File: src/rtl/ft_alu_seq.sv
// Fault-tolerant sequencer around an external dual-rail ALU: it latches the operands, lets them settle,
// cross-checks both result rails and re-executes on mismatch, up to MAX_RETRY times.
module ft_alu_seq #(
    parameter int SETTLE    = 1,
    parameter int MAX_RETRY = 2
) (
    input  logic       clk,
    input  logic       rst_n,
    input  logic       req_valid,
    output logic       req_ready,
    input  logic [2:0] req_a,
    input  logic [2:0] req_b,
    input  logic       req_par,
    input  logic [2:0] req_op,
    output logic [2:0] alu_a,
    output logic [2:0] alu_b,
    output logic       alu_par,
    output logic [2:0] alu_c,
    input  logic [2:0] alu_x,
    input  logic       alu_xc,
    input  logic [1:0] alu_xe,
    input  logic [2:0] alu_y,
    input  logic       alu_yc,
    input  logic [1:0] alu_ye,
    output logic       rsp_valid,
    input  logic       rsp_ready,
    output logic [2:0] rsp_sum,
    output logic       rsp_cout,
    output logic [1:0] rsp_status,
    output logic [7:0] err_cnt
);

    typedef enum logic [1:0] {
        IDLE  = 2'd0,
        DRIVE = 2'd1,
        CHECK = 2'd2,
        RESP  = 2'd3
    } state_t;

    localparam logic [3:0] SETTLE_LOAD = 4'(SETTLE - 1);
    localparam logic [2:0] RETRY_LIMIT = 3'(MAX_RETRY);

    localparam logic [1:0] ST_OK    = 2'b00;
    localparam logic [1:0] ST_RETRY = 2'b01;
    localparam logic [1:0] ST_INPUT = 2'b10;
    localparam logic [1:0] ST_HARD  = 2'b11;

    state_t     state_q, state_d;
    logic [3:0] settle_q, settle_d;
    logic [2:0] retry_q, retry_d;
    logic [7:0] err_cnt_q, err_cnt_d;
    logic [2:0] alu_a_q, alu_a_d;
    logic [2:0] alu_b_q, alu_b_d;
    logic       alu_par_q, alu_par_d;
    logic [2:0] alu_c_q, alu_c_d;
    logic [2:0] rsp_sum_q, rsp_sum_d;
    logic       rsp_cout_q, rsp_cout_d;
    logic [1:0] rsp_status_q, rsp_status_d;

    logic       op_onehot;
    logic       in_ok;
    logic       chk_pass;
    logic [7:0] err_inc;

    always_comb begin
        op_onehot = (req_op == 3'b001) || (req_op == 3'b010) || (req_op == 3'b100);
        // Odd parity across both operands and the parity bit marks a clean transfer.
        in_ok     = op_onehot && (^{req_a, req_b, req_par});
        chk_pass  = (alu_xe == 2'b10) && (alu_ye == 2'b10) &&
                    ({alu_xc, alu_x} == {alu_yc, alu_y});
        err_inc   = (err_cnt_q == 8'hFF) ? err_cnt_q : err_cnt_q + 8'd1;
    end

    always_comb begin
        state_d      = state_q;
        settle_d     = settle_q;
        retry_d      = retry_q;
        err_cnt_d    = err_cnt_q;
        alu_a_d      = alu_a_q;
        alu_b_d      = alu_b_q;
        alu_par_d    = alu_par_q;
        alu_c_d      = alu_c_q;
        rsp_sum_d    = rsp_sum_q;
        rsp_cout_d   = rsp_cout_q;
        rsp_status_d = rsp_status_q;

        unique case (state_q)
            IDLE: begin
                alu_c_d = 3'b000;
                if (req_valid) begin
                    alu_a_d   = req_a;
                    alu_b_d   = req_b;
                    alu_par_d = req_par;
                    retry_d   = 3'd0;
                    if (in_ok) begin
                        alu_c_d  = req_op;
                        settle_d = SETTLE_LOAD;
                        state_d  = DRIVE;
                    end else begin
                        rsp_sum_d    = 3'd0;
                        rsp_cout_d   = 1'b0;
                        rsp_status_d = ST_INPUT;
                        state_d      = RESP;
                    end
                end
            end
            DRIVE: begin
                if (settle_q == 4'd0) begin
                    state_d = CHECK;
                end else begin
                    settle_d = settle_q - 4'd1;
                end
            end
            CHECK: begin
                if (chk_pass) begin
                    rsp_sum_d    = alu_x;
                    rsp_cout_d   = alu_xc;
                    rsp_status_d = (retry_q == 3'd0) ? ST_OK : ST_RETRY;
                    state_d      = RESP;
                end else begin
                    err_cnt_d = err_inc;
                    if (retry_q < RETRY_LIMIT) begin
                        retry_d  = retry_q + 3'd1;
                        settle_d = SETTLE_LOAD;
                        state_d  = DRIVE;
                    end else begin
                        rsp_sum_d    = alu_x;
                        rsp_cout_d   = alu_xc;
                        rsp_status_d = ST_HARD;
                        state_d      = RESP;
                    end
                end
            end
            RESP: begin
                if (rsp_ready) begin
                    alu_c_d = 3'b000;
                    state_d = IDLE;
                end
            end
            default: state_d = IDLE;
        endcase
    end

    always_ff @(posedge clk) begin
        if (!rst_n) begin
            state_q      <= IDLE;
            settle_q     <= 4'd0;
            retry_q      <= 3'd0;
            err_cnt_q    <= 8'd0;
            alu_a_q      <= 3'd0;
            alu_b_q      <= 3'd0;
            alu_par_q    <= 1'b0;
            alu_c_q      <= 3'b000;
            rsp_sum_q    <= 3'd0;
            rsp_cout_q   <= 1'b0;
            rsp_status_q <= 2'b00;
        end else begin
            state_q      <= state_d;
            settle_q     <= settle_d;
            retry_q      <= retry_d;
            err_cnt_q    <= err_cnt_d;
            alu_a_q      <= alu_a_d;
            alu_b_q      <= alu_b_d;
            alu_par_q    <= alu_par_d;
            alu_c_q      <= alu_c_d;
            rsp_sum_q    <= rsp_sum_d;
            rsp_cout_q   <= rsp_cout_d;
            rsp_status_q <= rsp_status_d;
        end
    end

    assign req_ready  = (state_q == IDLE);
    assign rsp_valid  = (state_q == RESP);
    assign alu_a      = alu_a_q;
    assign alu_b      = alu_b_q;
    assign alu_par    = alu_par_q;
    assign alu_c      = alu_c_q;
    assign rsp_sum    = rsp_sum_q;
    assign rsp_cout   = rsp_cout_q;
    assign rsp_status = rsp_status_q;
    assign err_cnt    = err_cnt_q;

endmodule

File: config.mk
export PLATFORM = sky130hd
export DESIGN_NAME = ft_alu_seq
export DESIGN_NICKNAME = d
export VERILOG_FILES = /design/src/rtl/ft_alu_seq.sv
export SDC_FILE = /design/constraint.sdc
export NUM_CORES = 1
export LEC_CHECK = 0
export CORE_MARGIN = 2
export CORE_UTILIZATION = 46
export DETAILED_ROUTE_END_ITERATION = 10
export GPL_ROUTABILITY_DRIVEN = 0
export PLACE_DENSITY_LB_ADDON = 0.08
export SYNTH_ARGS = -nofsm -noshare
export SYNTH_HDL_FRONTEND = slang
export SYNTH_SLANG_ARGS = --single-unit
File: constraint.sdc
create_clock -name clk -period 2.4 [get_ports clk]
set_clock_uncertainty 0.1 [all_clocks]
set_input_delay 0.48 -clock clk [delete_from_list [all_inputs] [get_ports clk]]
set_output_delay 0.48 -clock clk [all_outputs]
set_load 0.005 [all_outputs]
==> reports/results.txt <==
Avg WL per Cell: 13.2 um
Top post-synthesis cells by count: dfxtp_1, nand2_1, nor2_1
RSZ-0062 raised after global routing: false
Number of port buffers: 51
Number of vias per cell: 5.31
Core area: 3390 um^2
Yosys top cell area share: 0.401
Largest stage delay, worst path: 0.59 ns
Req. time, crit path: 1.82 ns
Measured slew at the worst slew-check pin: 0.425 ns
DP Worst Slack: -0.127 ns
Primary FF master, synth: dfxtp_1
Filler Cells Inserted: 266
Highest Clock Rate: 451 MHz
CTS Buf Count: 5
CP Launch Type: register
Slowest cell on crit path: clkdlybuf4s50_1
Worst Path Max Fanout: 9
Pleak: 0.000864 uW
Mapped Area: 1650 um^2
Post-Synth Adder-Cell Area: 0.0380
Post-CTS setup buffer count: 0
Fin crit period: 2.22 ns
Crit. End Element: output port
Detailed placement HPWL: 3.05 mm
Status: completed
DRC viols: 0
Share of cells above drive strength 1: 0.0913
CTS resizes: 0
Die area: 4070 um^2
Met3 usage: 0.0775
Die Wd: 63.8 um
Root buf cell: clkbuf_4
Cells after DPL: 290
FF+latch area: 661 um^2
Crit path DAT: 1.64 ns
P&R area growth vs syn: 42.4%
Total wire length: 3.92 mm
Peak supply drop: 548 uV
Post-route ant nets: 0
Layer with the highest usage: met2
Count leader, synth: dfxtp_1
Cell count after synthesis: 188
Max-Cap Viols: 0
Mux share of post-synthesis cell area: 0.00608
Worst-path cell chain: nor2_1, clkdlybuf4s50_1
DR vias: 1582
DRT iter0 DRCs: 113
Placed Area: 2260 um^2
Hold buffers post-CTS: 0
ANT cells: 0
I/O pin cnt: 52
Met2 GRT Util: 0.359
Initial antenna violation count: 0
Final setup violation count: 0
Final-report hold violation count: 0
CTS Sinks: 33
Vias in the first global route: 1526
Clk pin slew, worst setup/hold paths: 0.10 ns
Yosys Warn Count: 0
Synth area leader: dfxtp_1
Synth Register Bits: 33
DR pass1 iterations: 4
Synthesized net count: 219
Asr flop ratio synth: 0
Max Buffers Root-to-Sink: 2
XOR/XNOR Fraction of Synth Area: 0.0805
Post-Synth Simple-Gate Area: 0.223
Synth area leaders: dfxtp_1, nand2_1, a21oi_1, ha_1, nor2_1
Largest net degree at the start of global routing: 12
M1 GR Usage: 0.241
CTS tree: done
Number of max-slew violations in the final report: 0
Post-synth cell types: 44
Post-route setup slack: 0.180 ns
Relative slew slack: 0.709
Kind of critical path: reg2out
Compound-Gate Fraction of Synth Area: 0.213
Number of placement rows: 21
Layout Nets: 282
Clock latency on the worst-skew pair: 0.33 ns
Die Ht: 63.8 um
Pwr dens: 571 nW/um^2
Final period util: 0.925
Avg Inst Size Synth: 8.76 um^2
Initial core utilization: 0.486
First-pass GRT wire length: 6.67 mm
Global route total overflow: 0
Worst Hold Class: reg2reg
Finished Cell Area: 2340 um^2
Footprint of the multi-input gates: 922 um^2
Main combinational cell family by area after synthesis: simple AND/OR/NAND/NOR gates
Register area share after synthesis: 0.401
Post-synth EDFFs: 0
Total GRT Usage: 0.211
CTS H-Tree Depth: 2
Final Instance Count excl. Fillers: 298
state kept, by name, summed over array words and instances (netlist names):
register / count
alu_a: 3
alu_b: 3
alu_c: 3
alu_par: 1
err_cnt: 8
retry_q: 3
rsp_cout: 1
rsp_status: 2
rsp_sum: 3
settle_q: 4
state_q: 2
layout by cell type, fill, tap and decap left out, drive strengths merged, types with 5 or more instances in the layout:
cell,Yosys,final
clkdlybuf4s50,0,51
dfxtp,33,33
nand2,26,26
nor2,16,16
a21oi,15,15
buf,3,10
inv,9,9
o21ai,8,8
nand3,7,7
clkbuf,2,7
xnor2,6,6
a32o,5,5
ha,5,5
per-stage QoR:
stage,setup TNS [ns],hold slack [ns],util,total power (uW)
2_1_floorplan,0,0.341,-,766
3_3_place_gp,-0.958,0.344,0.667,905
3_5_place_dp,-1.02,0.349,0.667,914
4_1_cts,0,0.365,0.692,1350
5_1_grt,0,0.387,0.692,1410
6_report,0,0.367,0.692,1340
final timing paths:
path / startpoint / to / slack (ns) / cells after the start
hold / removal: alu_a[2] / alu_a[2] / 0.37 / 2
setup reg to reg: state_q[1] / err_cnt[4] / 0.55 / 4
hold reg to reg: alu_a[2] / alu_a[2] / 0.37 / 2
setup / recovery: state_q[0] / req_ready / 0.18 / 2
critical path, delay by kind of cell (launching register included):
kind | cells | cell delay [ns]
buffers and inverters | 1 | 0.59
flip-flops | 1 | 0.40
AND/OR/NAND/NOR | 1 | 0.32
kinds of logic (layout without fill, tap and decap cells):
group	count (synthesis)	in the layout
and+or+nand+nor	75	75
AOI/OAI and AO/OA	48	48
DFF	33	33
buffers and inverters	14	78
xor gates and xnor gates	12	12
adders and majority gates	5	5
muxes	1	1
power by group:
part	internal (uW)	switching [uW]	leakage, uW
Combinational	168	138	0.000551
Sequential	573	23.9	0.000268
Clock	249	187	0.0000455
Total	990	349	0.000864
routing by layer:
| layer | wire length (um) | part of all wire |
|---|---|---|
| met5 | 0 | 0 |
| met4 | 32 | 0.0082 |
| met3 | 214 | 0.055 |
| met2 | 1990 | 0.51 |
| met1 | 1690 | 0.43 |
cell type report:
| class | instances | area share |
|---|---|---|
| Clock buffer | 7 | 0.0235 |
| Clock inverter | 1 | 0.0128 |
| Inverter | 9 | 0.0144 |
| Multi-Input combinational cell | 141 | 0.393 |
| Sequential cell | 33 | 0.282 |
| Tap cell | 46 | 0.0245 |
| Timing Repair Buffer | 61 | 0.250 |
Power figures use the tool's default switching activity.
